$ cat src/rtl/prim_fifo_burst_reader_pkg.sv
// Shared types and helpers for the FIFO burst reader.
//   state_e        : reader FSM state encoding (IDLE / FILL / SEND)
//   lane_cnt_width : width of a counter that can hold 0..ratio packed lanes
package prim_fifo_burst_reader_pkg;

    typedef enum logic [1:0] {
        ST_IDLE = 2'd0,
        ST_FILL = 2'd1,
        ST_SEND = 2'd2
    } state_e;

    // Counter must reach the value ratio itself (the "full" count), hence ratio+1.
    function automatic int unsigned lane_cnt_width(input int unsigned ratio);
        return (ratio < 32'd2) ? 32'd1 : $clog2(ratio + 32'd1);
    endfunction

endpackage

$ cat src/rtl/prim_lane_packer.sv
// Packs narrow words into a wide beat, lane 0 first.
// Ports:
//   clk_i, rst_ni : clock, asynchronous active-low reset
//   push_i        : write data_i into the next free lane (ignored when full)
//   data_i        : narrow word to pack
//   clear_i       : zero all lanes, mask and count (wins over push_i)
//   full_o        : all Ratio lanes written
//   data_o        : packed lanes, lane 0 in the LSBs; unwritten lanes are zero
//   mask_o        : per-lane written flags, contiguous from lane 0
module prim_lane_packer
    import prim_fifo_burst_reader_pkg::*;
#(
    parameter int unsigned Width = 16,
    parameter int unsigned Ratio = 2
) (
    input  logic                     clk_i,
    input  logic                     rst_ni,
    input  logic                     push_i,
    input  logic [Width-1:0]         data_i,
    input  logic                     clear_i,
    output logic                     full_o,
    output logic [Width*Ratio-1:0]   data_o,
    output logic [Ratio-1:0]         mask_o
);

    localparam int unsigned CntW = lane_cnt_width(Ratio);

    logic [Ratio-1:0][Width-1:0] lanes_r;
    logic [Ratio-1:0]            mask_r;
    logic [CntW-1:0]             cnt_r;
    logic                        full_s;

    assign full_s = (cnt_r == CntW'(Ratio));

    // Lane storage: clear has priority, otherwise append one word at cnt_r.
    always_ff @(posedge clk_i or negedge rst_ni) begin
        if (!rst_ni) begin
            lanes_r <= '0;
            mask_r  <= '0;
            cnt_r   <= '0;
        end else if (clear_i) begin
            lanes_r <= '0;
            mask_r  <= '0;
            cnt_r   <= '0;
        end else if (push_i && !full_s) begin
            for (int i = 0; i < int'(Ratio); i++) begin
                if (cnt_r == CntW'(i)) begin
                    lanes_r[i] <= data_i;
                    mask_r[i]  <= 1'b1;
                end
            end
            cnt_r <= cnt_r + CntW'(1);
        end
    end

    assign full_o = full_s;
    assign data_o = lanes_r;
    assign mask_o = mask_r;

endmodule

$ cat src/rtl/prim_fifo_burst_reader.sv
// Read-side burst consumer for the FIFO read interface. Waits for the FIFO
// to reach a watermark (or an idle timeout), pops up to Ratio words, and
// emits them as one wide beat. Partial beats leave on FILL timeout or flush.
// Ports:
//   clk_i, rst_ni     : clock, asynchronous active-low reset
//   fifo_rvalid_i/fifo_rready_o/fifo_rdata_i/fifo_rdepth_i : FIFO read port
//   watermark_i       : occupancy needed before a burst starts
//   timeout_i         : idle/partial timeout in cycles, 0 disables
//   flush_i           : push out a partially packed beat
//   out_valid_o/out_ready_i/out_data_o/out_mask_o : wide output beat
// Optional build macro PRIM_FIFO_BURST_READER_STATS_EN adds stat_beats_o and
// stat_partial_o (saturating counts of accepted beats / partial beats).
module prim_fifo_burst_reader
    import prim_fifo_burst_reader_pkg::*;
#(
    parameter int unsigned Width    = 16,
    parameter int unsigned Depth    = 4,
    parameter int unsigned DepthW   = $clog2(Depth + 1),
    parameter int unsigned Ratio    = 2,
    parameter int unsigned TimeoutW = 8
) (
    input  logic                    clk_i,
    input  logic                    rst_ni,
    input  logic                    fifo_rvalid_i,
    output logic                    fifo_rready_o,
    input  logic [Width-1:0]        fifo_rdata_i,
    input  logic [DepthW-1:0]       fifo_rdepth_i,
    input  logic [DepthW-1:0]       watermark_i,
    input  logic [TimeoutW-1:0]     timeout_i,
    input  logic                    flush_i,
    output logic                    out_valid_o,
    input  logic                    out_ready_i,
    output logic [Width*Ratio-1:0]  out_data_o,
    output logic [Ratio-1:0]        out_mask_o
`ifdef PRIM_FIFO_BURST_READER_STATS_EN
    ,
    output logic [31:0]             stat_beats_o,
    output logic [31:0]             stat_partial_o
`endif
);

    state_e               state_r, state_next_s;
    logic [TimeoutW-1:0]  timer_r, timer_next_s;
    logic                 rready_r, rready_next_s;
    logic                 valid_r, valid_next_s;

    logic                 pop_s, accept_s, depth_ok_s, tmo_hit_s;
    logic                 any_s, will_full_s, full_s;
    logic [Ratio-1:0]     mask_s;
    logic [TimeoutW-1:0]  timer_inc_s;

    assign pop_s       = fifo_rvalid_i && rready_r;
    assign accept_s    = (state_r == ST_SEND) && out_ready_i;
    assign depth_ok_s  = (fifo_rdepth_i >= watermark_i);
    assign tmo_hit_s   = (timeout_i != {TimeoutW{1'b0}}) && (timer_r == timeout_i);
    assign any_s       = mask_s[0];
    // Mask is contiguous, so "one lane short of full" is lane Ratio-2 set, Ratio-1 clear.
    assign will_full_s = pop_s && mask_s[Ratio-2] && !mask_s[Ratio-1];
    assign timer_inc_s = (timer_r == {TimeoutW{1'b1}}) ? timer_r : timer_r + TimeoutW'(1);

    prim_lane_packer #(
        .Width (Width),
        .Ratio (Ratio)
    ) u_packer (
        .clk_i   (clk_i),
        .rst_ni  (rst_ni),
        .push_i  (pop_s),
        .data_i  (fifo_rdata_i),
        .clear_i (accept_s),
        .full_o  (full_s),
        .data_o  (out_data_o),
        .mask_o  (mask_s)
    );

    // State, timer and registered handshake outputs.
    always_ff @(posedge clk_i or negedge rst_ni) begin
        if (!rst_ni) begin
            state_r  <= ST_IDLE;
            timer_r  <= {TimeoutW{1'b0}};
            rready_r <= 1'b0;
            valid_r  <= 1'b0;
        end else begin
            state_r  <= state_next_s;
            timer_r  <= timer_next_s;
            rready_r <= rready_next_s;
            valid_r  <= valid_next_s;
        end
    end

    // Next-state logic. In FILL a pop is folded in before flush/timeout decisions.
    always_comb begin
        state_next_s = state_r;
        case (state_r)
            ST_IDLE: begin
                if (fifo_rvalid_i && (depth_ok_s || tmo_hit_s)) begin
                    state_next_s = ST_FILL;
                end else begin
                    state_next_s = ST_IDLE;
                end
            end
            ST_FILL: begin
                if (full_s || will_full_s) begin
                    state_next_s = ST_SEND;
                end else if (flush_i && (any_s || pop_s)) begin
                    state_next_s = ST_SEND;
                end else if (flush_i) begin
                    state_next_s = ST_IDLE;
                end else if (!pop_s && any_s && tmo_hit_s) begin
                    state_next_s = ST_SEND;
                end else begin
                    state_next_s = ST_FILL;
                end
            end
            ST_SEND: begin
                if (!out_ready_i) begin
                    state_next_s = ST_SEND;
                end else if (fifo_rvalid_i && depth_ok_s) begin
                    state_next_s = ST_FILL;
                end else begin
                    state_next_s = ST_IDLE;
                end
            end
            default: begin
                state_next_s = ST_IDLE;
            end
        endcase
    end

    // Timer: counts starved cycles in IDLE and pop-less cycles of a partial beat in FILL.
    always_comb begin
        timer_next_s = {TimeoutW{1'b0}};
        case (state_r)
            ST_IDLE: begin
                if ((state_next_s == ST_IDLE) && fifo_rvalid_i && !depth_ok_s) begin
                    timer_next_s = timer_inc_s;
                end else begin
                    timer_next_s = {TimeoutW{1'b0}};
                end
            end
            ST_FILL: begin
                if ((state_next_s == ST_FILL) && !pop_s && any_s) begin
                    timer_next_s = timer_inc_s;
                end else begin
                    timer_next_s = {TimeoutW{1'b0}};
                end
            end
            default: begin
                timer_next_s = {TimeoutW{1'b0}};
            end
        endcase
    end

    // Output decode from the next state so the handshake outputs come straight from flops.
    always_comb begin
        rready_next_s = (state_next_s == ST_FILL);
        valid_next_s  = (state_next_s == ST_SEND);
    end

    assign fifo_rready_o = rready_r;
    assign out_valid_o   = valid_r;
    assign out_mask_o    = mask_s;

`ifdef PRIM_FIFO_BURST_READER_STATS_EN
    logic [31:0] stat_beats_r, stat_partial_r;

    // Saturating counters of accepted beats and accepted partial beats.
    always_ff @(posedge clk_i or negedge rst_ni) begin
        if (!rst_ni) begin
            stat_beats_r   <= 32'd0;
            stat_partial_r <= 32'd0;
        end else if (accept_s) begin
            if (stat_beats_r != 32'hFFFF_FFFF) begin
                stat_beats_r <= stat_beats_r + 32'd1;
            end
            if (!(&mask_s) && (stat_partial_r != 32'hFFFF_FFFF)) begin
                stat_partial_r <= stat_partial_r + 32'd1;
            end
        end
    end

    assign stat_beats_o   = stat_beats_r;
    assign stat_partial_o = stat_partial_r;
`endif

endmodule

$ cat config.mk
export PLATFORM = sky130hd
export DESIGN_NAME = prim_fifo_burst_reader
export DESIGN_NICKNAME = d
export VERILOG_FILES = /design/src/rtl/prim_fifo_burst_reader_pkg.sv /design/src/rtl/prim_lane_packer.sv /design/src/rtl/prim_fifo_burst_reader.sv
export SDC_FILE = /design/constraint.sdc
export NUM_CORES = 1
export LEC_CHECK = 0
export ABC_AREA = 1
export CAP_MARGIN = 5
export CORE_UTILIZATION = 35
export CTS_BUF_LIST = sky130_fd_sc_hd__clkbuf_2
export CTS_CLUSTER_DIAMETER = 120
export DETAILED_ROUTE_END_ITERATION = 6
export GPL_TIMING_DRIVEN = 0
export SYNTH_ARGS = -nofsm -noshare
export SYNTH_HDL_FRONTEND = slang
export SYNTH_SLANG_ARGS = --single-unit
$ cat constraint.sdc
create_clock -name clk_i -period 2.9 [get_ports clk_i]
set_input_delay 0.58 -clock clk_i [delete_from_list [all_inputs] [get_ports clk_i]]
set_output_delay 0.58 -clock clk_i [all_outputs]
set_load 0.05 [all_outputs]
==> flow_metrics.tcl <==
set metrics [dict create \
    path_buf_inv 1 \
    nets 398 \
    r2r_setup_slack_ns 1.00 \
    grt_pass1_wl_mm 9.59 \
    slew_viol_final 0 \
    synth_area_leader_cell "dfrtp_1" \
    placed_area_um2 3160 \
    root_buffer "clkbuf_2" \
    cts_max_level 2 \
    antenna_found_initial 0 \
    preCtsSetupSlack_ns 0.514 \
    gp_congestion 0.748 \
    synth_fp_nets 320 \
    drt-total-wl_mm 5.78 \
    vdd_drop_max_mv 0.515 \
    top_level_ports 71 \
    cts.clk_slew.worst_paths_ns 0.22 \
    cts.path.max_buffers 2 \
    crit_path_cell_trace "clkdlybuf4s50_1" \
    dr.pass1.iters 6 \
    finalSetupTns_ns 0 \
    yosysMostFrequentCell "nand2_1" \
    reg2reg_to "u_packer.data_o[8]" \
    totalPowerFinal_mw 2.97 \
    hold_buffers 0 \
    worst_slew_margin_rel 0.584 \
    holdWs_ns 0.153 \
    num_rows 29 \
    hold_path_class "in -> async" \
    synth-warning-count 0 \
    numClockSinks 48 \
    worstPathArrival_ns 1.64 \
    dp.cells 426 \
    diodes 0 \
    fmax_mhz 450 \
    route.detailed.drc 10 \
    die_area_um2 7030 \
    syn_area_per_cell_um2 8.43 \
    routed_via_density 4.81 \
    yosys.cell_types.count 26 \
    violations "design-rule violations" \
    die_w_um 83.8 \
    crit_type "reg -> out" \
    grt_pass1_vias 2059 \
    status "finished with violations" \
    fin_area_um2 3220 \
    dp_hpwl_mm 4.37 \
    synthTopCellsByArea "dfrtp_1 (51%), o21ai_0 (8.5%), nand3_1 (8.1%)" \
    fin_util 0.501 \
    first_iter_violations 62 \
    route.detailed.wl_per_inst_um 13.4 \
    post-route-period-util 0.766 \
    synth_common_cells "nand2_1 (50), dfrtp_1 (48), o21ai_0 (40)" \
    grt_max_degree 27 \
    reg2reg_depth 7 \
    drv_cap 0 \
    synth_flop_cell "dfrtp_1" \
    core_area_um2 6420 \
    synth_seq_cells 48 \
    cts-buffers-inserted 5 \
    start_kind "flip-flop" \
    cts.repair.resized 0 \
    drive_above_1_share 0.0563 \
    worst_slack_ns 0.679 \
    skew_ns 0.0129 \
    clock_latency_ns 0.40 \
    cpMaxStageDelayCell "clkdlybuf4s50_1" \
    die_h_um 83.8 \
    antenna_left 0 \
    setup_viol 0 \
    ys_seq_area_frac 0.513 \
    r2r_start "u_packer.cnt_r[0]" \
    cts_tree "yes" \
    overflow 0 \
    synth-async-reset-ratio 1.00 \
    synth-edff-count 0 \
    grt_util_all_layers 0.171 \
    num_vias 2080 \
    fin_cells 432 \
    critPathCaptureType "output port" \
    power_density_nw_per_um2 923 \
    port_buffers 70 \
    leakagePower_nw 1.47 \
    cts_setup_buffers 0 \
    worst_pin_slew_ns 0.623 \
    area_delta_synth_final_pct 37.3 \
    critPathRequiredTime_ns 2.32 \
    crit_path_max_incr_delay_ns 0.83 \
    crit_family "buffers and inverters" \
    yosysTopAreaCellShare 0.513 \
    rsz0062_at_grt "false" \
    finalCriticalPeriod_ns 2.22 \
    synth_area_um2 2340 \
    syn_inst 278 \
    start_util 0.365 \
    crit_fanout 2 \
    final_hold_viol_count 0 \
]
==> placed cells by master (no fill, tap or decap) <==
master            n
a21oi_1          14
a21oi_2           1
a31oi_1           1
buf_1             2
buf_16            1
buf_2             1
bufinv_16         1
clkbuf_1          9
clkbuf_2          5
clkdlybuf4s50_1  69
dfrtp_1          48
ha_1              7
inv_1            27
inv_2             2
nand2_1          50
nand2_2           3
nand3_1          38
nand3_2           2
nand3b_1          2
nand4_1           2
nor2_1           15
nor2_2            1
nor2_4            1
nor3_1            2
nor3_2            1
o21ai_0          40
o21bai_1          1
o31ai_1           2
or2_2             1
xnor2_1           3
xor2_1            3
==> routing by layer <==
layer  up-vias  wire length [um]  GRT usage
li1       1067                 -          -
met4         0                41     0.0282
met5         -                 0          0
met1       948              2670      0.221
met3         5               429     0.0524
met2        60              2640      0.286
==> registers in the layout (all words and copies together), names as in the netlist <==
register and flops:
u_packer.data_o 32, timer_r 8, u_packer.cnt_r 2, fifo_rready_o 1, u_packer.mask_o 2, out_valid_o 1
state_r 2
==> cell type report <==
| class | count | area (um2) |
|---|---|---|
| plain buffers | 11 | 41.3 |
| clock buffers | 5 | 25.0 |
| clock inverters | 1 | 30.0 |
| fillers | 633 | 3200 |
| inverters | 29 | 109 |
| multi-input cells | 190 | 992 |
| flip-flops and latches | 48 | 1200 |
| well taps | 77 | 96.3 |
| repair buffers | 71 | 723 |
==> power by group <==
group | switching, mW | total, mW | internal (mW)
combinational | 1.08 | 1.61 | 0.534
clock | 0.201 | 0.338 | 0.137
sequential | 0.137 | 1.02 | 0.883
total | 1.41 | 2.97 | 1.55
==> logic make-up (layout without fill, tap and decap cells) <==
kind of cell,Yosys count,count (layout),synth area share
and+or+nand+nor,118,118,0.232
AOI/OAI and AO/OA,59,59,0.131
xor gates and xnor gates,6,6,0.0224
adders and majority gates,7,7,0.0374
buffers and inverters,40,117,0.0641
DFF,48,48,0.513
==> worst max-delay path by stage <==
| stage | from | end | slack (ns) | depth (start not counted) |
|---|---|---|---|---|
| after floorplan | watermark_i[2] | timer_r[0] | 1.17 | 10 |
| after global placement | rst_ni | fifo_rready_o | -0.15 | 1 |
| after detailed placement | fifo_rvalid_i | u_packer.data_o[7] | 0.51 | 7 |
| after CTS | u_packer.data_o[7] | out_data_o[7] | 0.64 | 1 |
| after global routing | u_packer.data_o[28] | out_data_o[28] | 0.58 | 1 |
| final | u_packer.data_o[13] | out_data_o[13] | 0.68 | 1 |
No activity file was read; power rests on OpenSTA's default activity.
